## src/rtl/stall_ctrl.sv

```systemverilog
// Hazard/stall controller for the five-stage pipeline: load-use, branch-operand
// and mult/div-busy interlocks, plus a saturating stall-cycle counter.
module stall_ctrl #(
    parameter int unsigned MULT_CYCLES = 5,
    parameter int unsigned DIV_CYCLES  = 10
) (
    input  logic        clk,
    input  logic        reset,
    input  logic [4:0]  rs_id,
    input  logic [4:0]  rt_id,
    input  logic        use_rs_id,
    input  logic        use_rt_id,
    input  logic        tuse0_id,
    input  logic        id_is_md,
    input  logic [4:0]  wa_ex,
    input  logic        ex_is_load,
    input  logic [4:0]  wa_mem,
    input  logic        mem_is_load,
    input  logic        ex_md_start,
    input  logic        ex_md_is_div,
    output logic        if_id_stall,
    output logic        pc_stall,
    output logic        id_ex_flush,
    output logic        md_busy,
    output logic [3:0]  md_cnt,
    output logic [31:0] stall_count
);

    localparam int unsigned CNT_W = 4;
    localparam int unsigned SC_W  = 32;

    logic [CNT_W-1:0] md_cnt_q, md_cnt_d;
    logic [SC_W-1:0]  stall_count_q, stall_count_d;

    logic rs_ex_hit, rt_ex_hit, rs_mem_hit, rt_mem_hit;
    logic src_ex_hit, src_mem_hit;
    logic load_use_haz, tuse0_haz, md_haz;
    logic md_busy_c, stall_c;

    // Source/destination matching; $0 never matches because the source must be nonzero
    always_comb begin
        rs_ex_hit    = use_rs_id && (rs_id != 5'd0) && (rs_id == wa_ex);
        rt_ex_hit    = use_rt_id && (rt_id != 5'd0) && (rt_id == wa_ex);
        rs_mem_hit   = use_rs_id && (rs_id != 5'd0) && (rs_id == wa_mem);
        rt_mem_hit   = use_rt_id && (rt_id != 5'd0) && (rt_id == wa_mem);
        src_ex_hit   = rs_ex_hit || rt_ex_hit;
        src_mem_hit  = rs_mem_hit || rt_mem_hit;

        load_use_haz = src_ex_hit && ex_is_load;
        tuse0_haz    = tuse0_id && (src_ex_hit || (src_mem_hit && mem_is_load));
        md_busy_c    = (md_cnt_q != '0) || ex_md_start;
        md_haz       = id_is_md && md_busy_c;

        // Stall outputs are forced low while reset is held
        stall_c      = !reset && (load_use_haz || tuse0_haz || md_haz);
    end

    // Next-state for the mult/div busy counter and the saturating stall counter
    always_comb begin
        md_cnt_d      = md_cnt_q;
        stall_count_d = stall_count_q;

        if (ex_md_start) begin
            md_cnt_d = ex_md_is_div ? CNT_W'(DIV_CYCLES) : CNT_W'(MULT_CYCLES);
        end else if (md_cnt_q != '0) begin
            md_cnt_d = md_cnt_q - CNT_W'(1);
        end

        if (stall_c && (stall_count_q != '1)) begin
            stall_count_d = stall_count_q + SC_W'(1);
        end
    end

    always_ff @(posedge clk or posedge reset) begin
        if (reset) begin
            md_cnt_q      <= '0;
            stall_count_q <= '0;
        end else begin
            md_cnt_q      <= md_cnt_d;
            stall_count_q <= stall_count_d;
        end
    end

    assign if_id_stall = stall_c;
    assign pc_stall    = stall_c;
    assign id_ex_flush = stall_c;
    assign md_busy     = !reset && md_busy_c;
    assign md_cnt      = md_cnt_q;
    assign stall_count = stall_count_q;

endmodule

```

## config.mk

```make
export PLATFORM = sky130hd
export DESIGN_NAME = stall_ctrl
export DESIGN_NICKNAME = d
export VERILOG_FILES = /design/src/rtl/stall_ctrl.sv
export SDC_FILE = /design/constraint.sdc
export NUM_CORES = 1
export LEC_CHECK = 0
export BUFFER_PORTS_ARGS = -buffer_cell sky130_fd_sc_hd__buf_2
export CORE_ASPECT_RATIO = 1.4
export CORE_MARGIN = 2
export CORE_UTILIZATION = 40
export CTS_BUF_LIST = sky130_fd_sc_hd__clkbuf_16
export DETAILED_ROUTE_END_ITERATION = 6
export PLACE_DENSITY = 0.63
export SYNTH_ARGS = -nofsm -noshare
export SYNTH_HDL_FRONTEND = slang
export SYNTH_SLANG_ARGS = --single-unit
```

## constraint.sdc

```tcl
create_clock -name clk -period 6.3 [get_ports clk]
set_input_delay 1.26 -clock clk [delete_from_list [all_inputs] [get_ports clk]]
set_output_delay 1.26 -clock clk [all_outputs]
set_load 0.1 [all_outputs]
```

==> run metrics <==
outcome completed; Cell Pwr Density approximately 350 nW/um2; Core Box Area roughly 5400 um2; 1st-pass router iterations 4; register share of total power 32.2%; fmax 0.227 GHz; clock-pin slew on the worst setup and hold paths 0.05 ns; Post-DP HPWL 4.04 mm; vias 2046; # DRC 0; Die Width 67.3 um; most frequent cell on the critical path buf_2; CTS tree yes; Longest Clk Path Bufs 2; Gate power share 43.7%; Total GRT Usage approximately a fifth; Worst Hold Class reg2reg; I/O Pins 70; Die H 92.6 um; TritonCTS Buffers 5; syn_nets around 260; mapped cell area 2240 um2; Mean Syn Cell Area between 9 and 10 um2; Post-CTS Repair Setup Buffers 0; vias in the first global route slightly below 2000; Peak VDD IR 0.306 mV; Resize count post-CTS 0; share of cells above drive strength 1 between 20% and 30%; Worst path max stage delay 0.37 ns; synthesis-to-layout area growth 24.1%; crit path DAT 3.14 ns; fin nets 335; min Tclk post-route 4.40 ns; Via density 5.51; drt wl/cell between 10 and 15 um; die area between 6000 and 7000 um2; P_leak approximately 1.3 nW; CTS HTree Levels 2; switching power share of the total 49.8%; Max FO, Critical Path 32; setup TNS 0 ns; Starting Density 41.2%; Final Hold Fails 0; RSZ-0062 raised after global routing false; Critical Path Start Type input port; Slew headroom 23.4%; FP Rows 32; largest net degree at the start of global routing 39; max cap viols 0; number of distinct library cells after synthesis 36; post-route clock period utilization 69.9%; Net Switching ~0.48 mW; Setup CP Type in2out; Req. time, crit path 5.04 ns; Mapped Cells 231; CTS root buffer clkbuf_16; CP max stage cell or3_1; Util after Layout approximately 50%; crit end category primary output; Ys Warns 0; worst slew pin tran 1.15 ns; initial antenna violation count 0; endpoints failing setup 0; Seq/Total Area, Yosys 40.2%; Post-Route WL 5.50 mm; Reg-to-Reg Start stall_count[0]$_DFFE_PP0P_; Worst-Skew Late Latency about 0.28 ns; gp weighted congestion 0.751; First DRT Iteration DRCs 45; clock sink total 36; grt total ovfl 0; Hold Startpoint stall_count[27]$_DFFE_PP0P_; hold buffers post-CTS 0; # diodes 0; Int Power 0.488 mW; clk_skew 0.00403 ns; fin. max-slew vios 0; crit path cell chain buf_2 > or3_1 > o311a_1 > a221oi_4 > buf_4 > inv_1 > buf_2; clock share of power about a quarter; Post-DRT Antenna Nets 0; port bufs approximately 70; first-pass GRT wire length 9.26 mm; CP Launch Point rt_id[0]; Synth Register Bits 36
## flip-flops by register name (all words and copies together), names as in the netlist
register     count
stall_count     32
md_cnt           4
## worst max-delay path: cells and delay by family
kind	cells	cell delay [ns]
AND/OR/NAND/NOR	1	0.37
buffers and inverters	4	0.88
AO/OA/AOI/OAI	2	0.62
## cell type report
cell class / instances / area (um2)
clock buffer: 5 / 125
clock inverter: 3 / 13.8
fill: 555 / 2670
inverter: 6 / 22.5
multi-input combinational: 182 / 1270
sequential: 36 / 901
tap: 68 / 85.1
timing repair buffer: 71 / 360
## Yosys cell counts
cell	count	area [um2]
a211oi_1	1	7.51
a21oi_1	3	15.0
a221oi_4	1	26.3
a41oi_1	1	8.76
and2_1	5	31.3
and3_1	3	18.8
and4_1	8	70.1
buf_2	3	15.0
buf_4	2	15.0
buf_6	1	11.3
clkbuf_1	1	3.75
dfrtp_1	36	901
ha_1	3	37.5
inv_1	6	22.5
mux2_2	2	22.5
mux2_4	1	15.0
nand2_1	20	75.1
nand2b_1	1	6.26
nand3_1	12	60.1
nand4_1	14	87.6
nand4b_1	1	8.76
nor2_1	5	18.8
nor2_2	2	12.5
nor3_1	14	70.1
nor3b_1	1	7.51
nor4_1	14	87.6
nor4b_1	3	26.3
nor4b_4	1	23.8
o21ai_0	7	35.0
o22ai_1	2	12.5
o311a_1	2	20.0
o31ai_1	1	7.51
or2_2	1	6.26
or3_1	4	25.0
xnor2_1	20	175
xor2_1	29	254
## metal layers
metal | vias to the layer above | routed length [um] | part of all wire, % | track usage, %
met4 | 0 | 136 | 2.5 | 7.99
met1 | 986 | 2290 | 42 | 23.6
met3 | 12 | 322 | 5.9 | 4.25
met5 | - | 0 | 0 | 0
li1 | 985 | - | - | -
met2 | 63 | 2750 | 50 | 32.7
## placed cells by master, fill, tap and decap left out, types with 2 or more instances in the layout
cell       synthesis  layout
xor2_1            29      29
or3_1              4       4
nor4_1            14      14
and2_1             5       5
nor4b_1            3       3
ha_1               3       3
nand3_1           12      12
o22ai_1            2       2
clkbuf_16          0       5
dfrtp_1           36      36
inv_1              6       6
mux2_2             2       2
nand4_1           14      14
o311a_1            2       2
clkinv_2           0       2
buf_4              2       2
o21ai_0            7       7
buf_2              3      69
and4_1             8       8
nor2_1             5       5
nand2_1           20      20
and3_1             3       3
nor3_1            14      14
nor2_2             2       2
a21oi_1            3       3
xnor2_1           20      20
## through the flow
step / instance area (um2) / instances / total power, mW / setup slack [ns] / hold WS [ns]
2_1_floorplan: 2240 / 231 / 0.661 / 0.590 / 0.981
3_3_place_gp: 2640 / 363 / 0.742 / 1.90 / 0.498
3_5_place_dp: 2640 / 363 / 0.743 / 1.89 / 0.508
4_1_cts: 2780 / 371 / 0.981 / 1.88 / 0.516
5_1_grt: 2780 / 371 / 1.01 / 1.80 / 0.545
6_report: 2780 / 371 / 0.972 / 1.90 / 0.512
## cells by family (layout without fill, tap and decap cells)
kind of cell | count (synthesis) | count (layout) | synth area share, %
xor gates and xnor gates | 49 | 49 | 19.2
and+or+nand+nor | 109 | 109 | 28.4
buffers and inverters | 13 | 85 | 3.01
DFF | 36 | 36 | 40.2
muxes | 3 | 3 | 1.67
AOI/OAI and AO/OA | 18 | 18 | 5.92
adders and majority gates | 3 | 3 | 1.68
## worst paths after layout
| kind | cells past startpoint | slack, ns | endpoint |
|---|---|---|---|
| setup / recovery | 7 | 1.90 | id_ex_flush |
| max in group asynchronous | 3 | 4.86 | stall_count[2]$_DFFE_PP0P_ |
| hold reg to reg | 1 | 0.51 | stall_count[27]$_DFFE_PP0P_ |
| setup reg to reg | 7 | 3.53 | stall_count[1]$_DFFE_PP0P_ |
| min in group asynchronous | 3 | 1.10 | md_cnt[2]$_DFFE_PP0N_ |
| hold / removal | 1 | 0.51 | stall_count[27]$_DFFE_PP0P_ |
## power groups by stage
stage	Clock (mW)	Sequential [mW]	Combinational, mW
floorplan	0	0.559	0.102
detailed placement	0	0.317	0.426
global placement	0	0.317	0.425
finish	0.234	0.313	0.425
global route	0.251	0.320	0.444
CTS	0.241	0.314	0.427
Power figures use the tool's default switching activity.
